===== config.mk =====
export PLATFORM = sky130hd
export DESIGN_NAME = if_stage
export DESIGN_NICKNAME = d
export VERILOG_FILES = /design/src/rtl/if_stage_pkg.sv /design/src/rtl/if_fetch_buf.sv /design/src/rtl/if_stage.sv
export SDC_FILE = /design/constraint.sdc
export NUM_CORES = 1
export LEC_CHECK = 0
export BUFFER_PORTS_ARGS = -buffer_cell sky130_fd_sc_hd__buf_2
export CAP_MARGIN = 20
export CORE_MARGIN = 4
export CORE_UTILIZATION = 40
export DETAILED_ROUTE_END_ITERATION = 10
export PLACE_DENSITY = 0.72
export SLEW_MARGIN = 25
export SYNTH_ARGS = -nofsm -noshare
export SYNTH_HDL_FRONTEND = slang
export SYNTH_SLANG_ARGS = --single-unit

===== constraint.sdc =====
create_clock -name clk -period 5.1 [get_ports clk]
set_input_delay 1.02 -clock clk [delete_from_list [all_inputs] [get_ports clk]]
set_output_delay 1.02 -clock clk [all_outputs]
set_load 0.02 [all_outputs]

===== src/rtl/if_stage_pkg.sv =====
// Shared types and constants for the instruction-fetch stage.
// Build option: IF_PREFETCH_EN selects a two-entry fetch buffer that keeps
// fetching under stall; without it the buffer holds a single entry.
package if_stage_pkg;

  localparam int WORD_ADDR_W = 30;
  localparam int WORD_DATA_W = 32;

  typedef logic [WORD_ADDR_W-1:0] WordAddrBus;
  typedef logic [WORD_DATA_W-1:0] WordDataBus;

  localparam WordDataBus ISA_NOP = 32'h0;

  typedef enum logic {
    IF_ST_FETCH   = 1'b0,
    IF_ST_DISCARD = 1'b1
  } if_state_e;

`ifdef IF_PREFETCH_EN
  localparam int IF_BUF_DEPTH = 2;
`else
  localparam int IF_BUF_DEPTH = 1;
`endif
  localparam int IF_CNT_W = $clog2(IF_BUF_DEPTH + 1);

  typedef struct packed {
    WordAddrBus pc;
    WordDataBus insn;
  } fetch_entry_t;

endpackage


===== src/rtl/if_fetch_buf.sv =====
// Small synchronous FIFO of fetched {pc, insn} pairs. Clear wins over push.
// The caller never pushes when full nor pops when empty.
module if_fetch_buf import if_stage_pkg::*; #(
  parameter int DEPTH = IF_BUF_DEPTH,
  parameter int CNT_W = $clog2(DEPTH + 1)
) (
  input  logic             clk,
  input  logic             reset,
  input  logic             push,
  input  logic             pop,
  input  logic             clr,
  input  fetch_entry_t     wr_data,
  output fetch_entry_t     rd_data,
  output logic [CNT_W-1:0] count
);

  localparam int PTR_W = (DEPTH > 1) ? $clog2(DEPTH) : 1;
  localparam logic [PTR_W-1:0] LAST = PTR_W'(DEPTH - 1);

  fetch_entry_t     mem [DEPTH];
  logic [PTR_W-1:0] rd_ptr, wr_ptr;

  function automatic logic [PTR_W-1:0] ptr_inc(input logic [PTR_W-1:0] p);
    return (p == LAST) ? '0 : p + PTR_W'(1);
  endfunction

  // pointer and occupancy bookkeeping
  always_ff @(posedge clk) begin
    if (reset || clr) begin
      rd_ptr <= '0;
      wr_ptr <= '0;
      count  <= '0;
    end else begin
      if (push) wr_ptr <= ptr_inc(wr_ptr);
      if (pop)  rd_ptr <= ptr_inc(rd_ptr);
      count <= count + CNT_W'(push) - CNT_W'(pop);
    end
  end

  // entry storage, no reset needed: count gates visibility
  always_ff @(posedge clk) begin
    if (push && !clr) mem[wr_ptr] <= wr_data;
  end

  assign rd_data = mem[rd_ptr];

endmodule


===== src/rtl/if_stage.sv =====
// Instruction-fetch stage: PC generation, imem request/ready handshake,
// fetch buffering and the IF/ID output register.
// Build option: IF_PREFETCH_EN (deeper buffer, fetching continues under stall).
module if_stage import if_stage_pkg::*; #(
  parameter WordAddrBus RESET_VECTOR = 30'h0
) (
  input  logic       clk,
  input  logic       reset,
  input  logic       stall,
  input  logic       flush,
  input  WordAddrBus new_pc,
  input  logic       br_taken,
  input  WordAddrBus br_addr,
  output logic       imem_req,
  output WordAddrBus imem_addr,
  input  logic       imem_rdy,
  input  WordDataBus imem_rd_data,
  output WordAddrBus if_pc,
  output WordDataBus if_insn,
  output logic       if_en,
  output logic       busy
);

  if_state_e            state, state_n;
  WordAddrBus           fetch_pc, fetch_pc_n, req_addr, target;
  logic                 req_q, req_n, hold, can_launch;
  logic                 redirect, accept, bypass, push, pop, buf_empty;
  logic [IF_CNT_W-1:0]  count, cnt_n;
  fetch_entry_t         head;

  // flush beats a branch; a branch is only honoured when not stalled
  assign redirect  = flush | (br_taken & ~stall);
  assign target    = flush ? new_pc : br_addr;
  // an issued request must stay on the bus until memory answers
  assign hold      = req_q & ~imem_rdy;
  assign accept    = req_q & imem_rdy & (state == IF_ST_FETCH) & ~redirect;
  assign buf_empty = (count == '0);
  assign pop       = ~redirect & ~stall & ~buf_empty;
  assign bypass    = accept & buf_empty & ~stall;
  assign push      = accept & ~bypass;
  assign cnt_n     = redirect ? '0 : count + IF_CNT_W'(push) - IF_CNT_W'(pop);

`ifdef IF_PREFETCH_EN
  assign can_launch = (cnt_n < IF_CNT_W'(IF_BUF_DEPTH));
`else
  assign can_launch = (cnt_n < IF_CNT_W'(IF_BUF_DEPTH)) & ~stall;
`endif

  assign imem_req  = req_q;
  assign imem_addr = req_addr;
  assign busy      = imem_req & ~imem_rdy;

  if_fetch_buf #(.DEPTH(IF_BUF_DEPTH), .CNT_W(IF_CNT_W)) u_buf (
    .clk     (clk),
    .reset   (reset),
    .push    (push),
    .pop     (pop),
    .clr     (redirect),
    .wr_data ('{pc: req_addr, insn: imem_rd_data}),
    .rd_data (head),
    .count   (count)
  );

  // next PC, FSM transition and request launch
  always_comb begin
    state_n    = hold ? (redirect ? IF_ST_DISCARD : state) : IF_ST_FETCH;
    fetch_pc_n = fetch_pc;
    if (redirect)    fetch_pc_n = target;
    else if (accept) fetch_pc_n = fetch_pc + WORD_ADDR_W'(1);
    req_n      = hold | can_launch;
  end

  // FSM, PC and request registers
  always_ff @(posedge clk) begin
    if (reset) begin
      state    <= IF_ST_FETCH;
      fetch_pc <= RESET_VECTOR;
      req_q    <= 1'b0;
      req_addr <= RESET_VECTOR;
    end else begin
      state    <= state_n;
      fetch_pc <= fetch_pc_n;
      req_q    <= req_n;
      if (!hold) req_addr <= fetch_pc_n;
    end
  end

  // IF/ID register: bubble on redirect, freeze on stall, else oldest word
  always_ff @(posedge clk) begin
    if (reset) begin
      if_pc   <= RESET_VECTOR;
      if_insn <= ISA_NOP;
      if_en   <= 1'b0;
    end else if (redirect) begin
      if_insn <= ISA_NOP;
      if_en   <= 1'b0;
    end else if (!stall) begin
      if (!buf_empty) begin
        if_pc   <= head.pc;
        if_insn <= head.insn;
        if_en   <= 1'b1;
      end else if (bypass) begin
        if_pc   <= req_addr;
        if_insn <= imem_rd_data;
        if_en   <= 1'b1;
      end else begin
        if_insn <= ISA_NOP;
        if_en   <= 1'b0;
      end
    end
  end

endmodule


**After elaboration in Yosys (flattened, before gate mapping)**

Memory sizes are Yosys's and may differ from the RTL's.
Index checks and enable logic that the tools add are counted.

- Flip-flop bits (word level): 126
- Bits in writable memories: 62
- Output and inout port bits: 95
- Logic and storage cells: 52
- Memories kept: 1

Memories:

| memory | depth | width | read ports | clocked after memory_dff | wr ports | line | text |
|---|---|---|---|---|---|---|---|
| u_buf.mem | 1 | 62 | 1 | 0 | 1 | if_fetch_buf.sv:20 | `fetch_entry_t mem [DEPTH];` |

- $add $sub $neg: 3
- Magnitude comparators: 1
- Multiplexer cells: 12
- Bitwise operators: 20
- Reductions and logical operators: 7

Operators by type and width:

| kind | count |
|---|---|
| two-way mux 30 bit | 5 |
| two-way mux 32 bit | 2 |
| adder 30 x 1 -> 30 bit, second input constant | 1 |
| bitwise AND 1 bit | 11 |
| inverter 1 bit | 7 |
| two-way mux 1 bit | 5 |
| OR reduction 2 bit | 2 |
| AND reduction 3 bit | 1 |
| bitwise OR 1 bit | 2 |
| nonzero test 2 bit | 1 |
| adder 1 bit | 1 |
| logical AND 1 bit | 1 |
| logical NOT 1 bit | 1 |
| logical OR 1 bit | 1 |
| < comparator 1 bit, second input constant | 1 |
| subtractor 1 bit | 1 |

**Depth between registers and ports, before layout**

- Word-level depth: 15
- Depth in mapped cells: 8
- Mapped depth without buffers: 7

**Cells and area by module**

A second synthesis with hierarchy kept.

- Cells, all modules: 744
- Area total of the unflattened synthesis: 7947.6 µm²

By module, submodules not included:

| module | instances | cells an instance | area an instance (µm²) |
|---|---|---|---|
| if_stage | 1 | 678 | 6027.0 |
| if_fetch_buf | 1 | 66 | 1920.6 |

**Least setup slack after synthesis**

OpenSTA, ideal clock, no wires.

- Path type: input port to flip-flop
- From: input flush
- To: register req_q, in the netlist imem_req
- Arrival time: 4.623 ns
- Required time: 4.984 ns
- Slack: 0.361 ns
- Cell stages on the path: 6
- Path buffers: 1
- Path through: clkbuf_1 inv_1 nand3_1 nor2_1 o21ai_0 and2_1

- Word-level cells in the longest chain between the ends: 13
- Elaborated cells on any way between the ends: 15

Ends and longest elaborated chain:

| what | line | text |
|---|---|---|
| start: declaration | if_stage.sv:10 | `input logic flush,` |
| bitwise OR 1 bit * | if_stage.sv:32 | `assign redirect = flush \| (br_taken & ~stall);` |
| inverter 1 bit (no source line) | -- |  |
| bitwise AND 1 bit | if_stage.sv:36 | `assign accept = req_q & imem_rdy & (state == IF_ST_FETCH) & ~redirect;` |
| bitwise AND 1 bit (2 in series) | if_stage.sv:39 | `assign bypass = accept & buf_empty & ~stall;` |
| inverter 1 bit | if_stage.sv:40 | `assign push = accept & ~bypass;` |
| bitwise AND 1 bit | if_stage.sv:40 |  |
| adder 1 bit | if_stage.sv:41 | `assign cnt_n = redirect ? '0 : count + IF_CNT_W'(push) - IF_CNT_W'(pop);` |
| subtractor 1 bit | if_stage.sv:41 |  |
| two-way mux 1 bit * | if_stage.sv:41 |  |
| < comparator 1 bit * | if_stage.sv:46 | `assign can_launch = (cnt_n < IF_CNT_W'(IF_BUF_DEPTH)) & ~stall;` |
| bitwise AND 1 bit * | if_stage.sv:46 |  |
| bitwise OR 1 bit * | if_stage.sv:70 | `req_n = hold \| can_launch;` |
| end signal: assignment | if_stage.sv:83 | `req_q <= req_n;` |
| end: declaration | if_stage.sv:26 | `logic req_q, req_n, hold, can_launch;` |

Every way passes the cells marked *; elsewhere a longest branch is shown, timed or not.
A chain may end at the register's enable or synchronous reset.

**Worst setup path after layout**

- From: input imem_rdy
- To: output busy

- Word-level cells in the longest chain between the ends: 2

Ends and longest elaborated chain:

| what | line | text |
|---|---|---|
| start: declaration | if_stage.sv:16 | `input logic imem_rdy,` |
| inverter 1 bit | if_stage.sv:51 | `assign busy = imem_req & ~imem_rdy;` |
| bitwise AND 1 bit | if_stage.sv:51 |  |
| end: declaration | if_stage.sv:21 | `output logic busy` |

Every way passes these cells.

==> results list <==
- Result of the run: finished clean
* Number of clock sinks seen by CTS: 188
* Global-route total usage across every layer: 18.87%
* Synthesized net count: 812
- Max Slew Vio Count: 0
- Summing all placed instances gives a cell area of 8891 um2.
* Required time of the worst setup path: 4.08 ns
- H-Tree Depth: 4
* Synth Instances: 713
- Filler cells: 1748
- STA classifies the critical path endpoint as an output pin.
- On the final layout, the worst clock skew is 0.01427 ns.
- The share of synthesized area in the top cell type comes to 32.81%.
- The worst setup path is launched from a primary input.
- The finished layout holds 1159 standard cells, fillers aside.
* Mean instance size in the synthesized netlist: 10.78 um2
- Number of optimization iterations in the first detailed-route pass: 4
- Maximum number of pins on one net before global-route repair: 72
- The largest total area in the synthesized netlist belongs to dfxtp_1.
- Most common cell in the netlist: dfxtp_1
- Buffers added to address setup during post-CTS repair amount to 0.
* Initial cell density of the core: 40.83%
- Max-cap viol count: 0
* Placed Cells: 1126
- Via count of the first global-routing pass: 5893
* Final Hold Violating Endpoints: 0
- In the final layout, the multi-input gates occupy 3092 um2.
- Setup slack after placement: 1.780 ns
- The count of buffers added on input and output ports is 192.
- Shortest clock period the worst path allows after layout: 3.190 ns
* Biggest fanout along the worst timing path: 35
- Timing would allow up to 0.3135 GHz.
* Final worst path period share: 62.55%
- Yosys printed 0 warnings.
- Data on the critical path arrives at its endpoint at 2.17 ns.
* List of most frequent post-synthesis cells: dfxtp_1, nor2_1, edfxtp_1
- By area the synthesized netlist is led by dfxtp_1, edfxtp_1, a211oi_1, mux2i_1, a221oi_1.
* Area used by sequential logic in the layout: 4385 um2
* Hold_buf cts: 0
* Fraction of final layout cells with drive strength greater than 1: 28.06%
* Critical path start-end classification: primary input to output pin
- Post-route ant nets: 0
* Slew Limit Headroom: 37.01%
* CTS tree: yes
- The floorplan step set the die width to 146.6 um.
- Detailed placement ended at an HPWL of 14.93 mm.
* Final setup TNS: 0 ns
- Routed wire length: 20.70 mm
* Core Area: 18830 um2
- The die covers 21500 um2.
- Of the synthesized area, sequential elements account for 57.02%.
* Io pins: 193
- Minimum setup slack in the final design: 1.910 ns
- Initial antenna violation count: 2
- Number of setup violations in the final report: 0
- Maximum buffer depth of the clock tree: 2
- Startpoint of the lowest-slack hold path: if_en
- Setup repair after global routing left no endpoint under its margin.
- The final route contains 6247 vias.
- Wire length per cell: 17.86 um
- Clock-pin slew was measured on the worst setup and hold paths at 0.06 ns.
- The congestion estimate from routability-driven global placement came to 0.8975.
* Post-route design area: 9440 um2
- Vertical extent of the die: 146.6 um
* Total number of nets in the final design: 984
- After detailed routing, the number of vias per cell comes to 5.390.
- VDD IR max: 0.2440 mV
- For this block, the initial DRC count from the detailed router was 322.
- Summing every instance area after synthesis gives 7689 um2.
- Final Total Pwr: 3.243 mW
- Source of the worst register-to-register timing path: fetch_pc[0]
* Flip-flop cell with the highest count after synthesis: dfxtp_1
- The worst hold path belongs to the class flip-flop to flip-flop.
* Total clock buffers created by CTS: 17
- Root buf cell: clkbuf_16
* Latest clock arrival within the worst-skew pair: 0.43 ns
- Number of register bits inferred by synthesis: 188
- Actual transition at the worst max-transition pin: 0.9449 ns
- Power Density: 343.5 nW/um2
* Distinct cell type count after synthesis: 50
- Remaining Overflow, GRT: 0
* EDFF count, synth: 62
- Post-synth ARST share: 0%
- # rows: 50
* Global-route wire length before repair: 32.53 mm
- In this run the static leakage power is 3.635 nW.
* Area growth syn-to-layout: 22.78%
- Count of instances resized after the clock tree is built: 0
- In this run the worst setup path begins at imem_rdy.
- Remaining routing DRC violations: 0
## sequential cells by signal, summed over array words and instances, names as in the netlist
register / flops
u_buf.mem: 62
if_insn: 32
fetch_pc: 30
if_pc: 30
imem_addr: 30
if_en: 1
imem_req: 1
state: 1
u_buf.count: 1
## area by class of cell
class / count / share of cell area [%]
repair buffers: 206 / 11.29
diodes: 1 / 0.02651
multi-input cells: 466 / 32.75
well taps: 260 / 3.446
flip-flops and latches: 188 / 46.45
clock buffers: 20 / 4.732
clock inverters: 12 / 1.060
inverters: 6 / 0.2386
## layout by cell type (no fill, tap or decap), types with 9 or more instances in the layout
| cell | netlist | routed |
|---|---|---|
| buf_2 | 5 | 192 |
| dfxtp_1 | 126 | 125 |
| nor2_1 | 78 | 76 |
| edfxtp_1 | 62 | 62 |
| a211oi_1 | 56 | 56 |
| nor3_1 | 44 | 43 |
| nor2b_1 | 39 | 39 |
| a221oi_1 | 36 | 36 |
| mux2i_1 | 34 | 34 |
| nand2_1 | 24 | 24 |
| xnor2_1 | 19 | 19 |
| a21oi_1 | 17 | 17 |
| clkbuf_16 | 0 | 17 |
| o21ai_0 | 14 | 14 |
| nand4_1 | 14 | 14 |
| buf_4 | 0 | 14 |
| nand3_1 | 12 | 12 |
| and3_1 | 10 | 10 |
| xor2_1 | 9 | 9 |
## worst max-delay path, cell delays in order
cell	delay [ns]
buf_2	0.12
nand2b_1	0.13
buf_4	0.24
inv_1	0.38
buf_2	0.26
## worst paths after layout
check | end | slack [ns] | cells past startpoint
setup / recovery | busy | 1.91 | 5
hold / removal | if_en | 0.49 | 2
setup reg to reg | imem_addr[22] | 2.64 | 7
hold reg to reg | if_en | 0.49 | 2
## metal layers
layer | GRT usage, % | vias to the layer above | part of all wire, %
met2 | 29.66 | 244 | 47
met5 | 0 | - | 0.063
met1 | 25.83 | 2955 | 43
met4 | 6.726 | 2 | 2.3
met3 | 4.004 | 34 | 7.2
li1 | - | 3012 | -
## per-stage QoR
| stage | utilization, % | hold WS, ns |
|---|---|---|
| after floorplan | - | 0.4606 |
| after global placement | 47.22 | 0.4697 |
| after detailed placement | 47.22 | 0.4722 |
| after CTS | 50.12 | 0.4896 |
| after global routing | 50.13 | 0.5077 |
| final | 50.13 | 0.4857 |
## cell families (layout without fill, tap and decap cells)
logic type / Yosys count / count (layout) / share of synthesized area, %
and+or+nand+nor: 252 / 252 / 17.40
xor gates and xnor gates: 28 / 28 / 3.190
AOI/OAI and AO/OA: 151 / 151 / 14.84
DFF: 188 / 188 / 57.02
adders and majority gates: 1 / 1 / 0.1627
muxes: 34 / 34 / 4.426
buffers and inverters: 59 / 244 / 2.962
other: 0 / 1 / 0
## report_power, final
part	leakage [nW]	internal (mW)	total (mW)	switching, mW
Combinational	1.76	0.129	0.335	0.205
Sequential	1.61	1.61	1.66	0.0554
Clock	0.270	0.653	1.25	0.594
Total	3.64	2.39	3.24	0.855
Note: power is estimated with default switching activity, not from simulation.
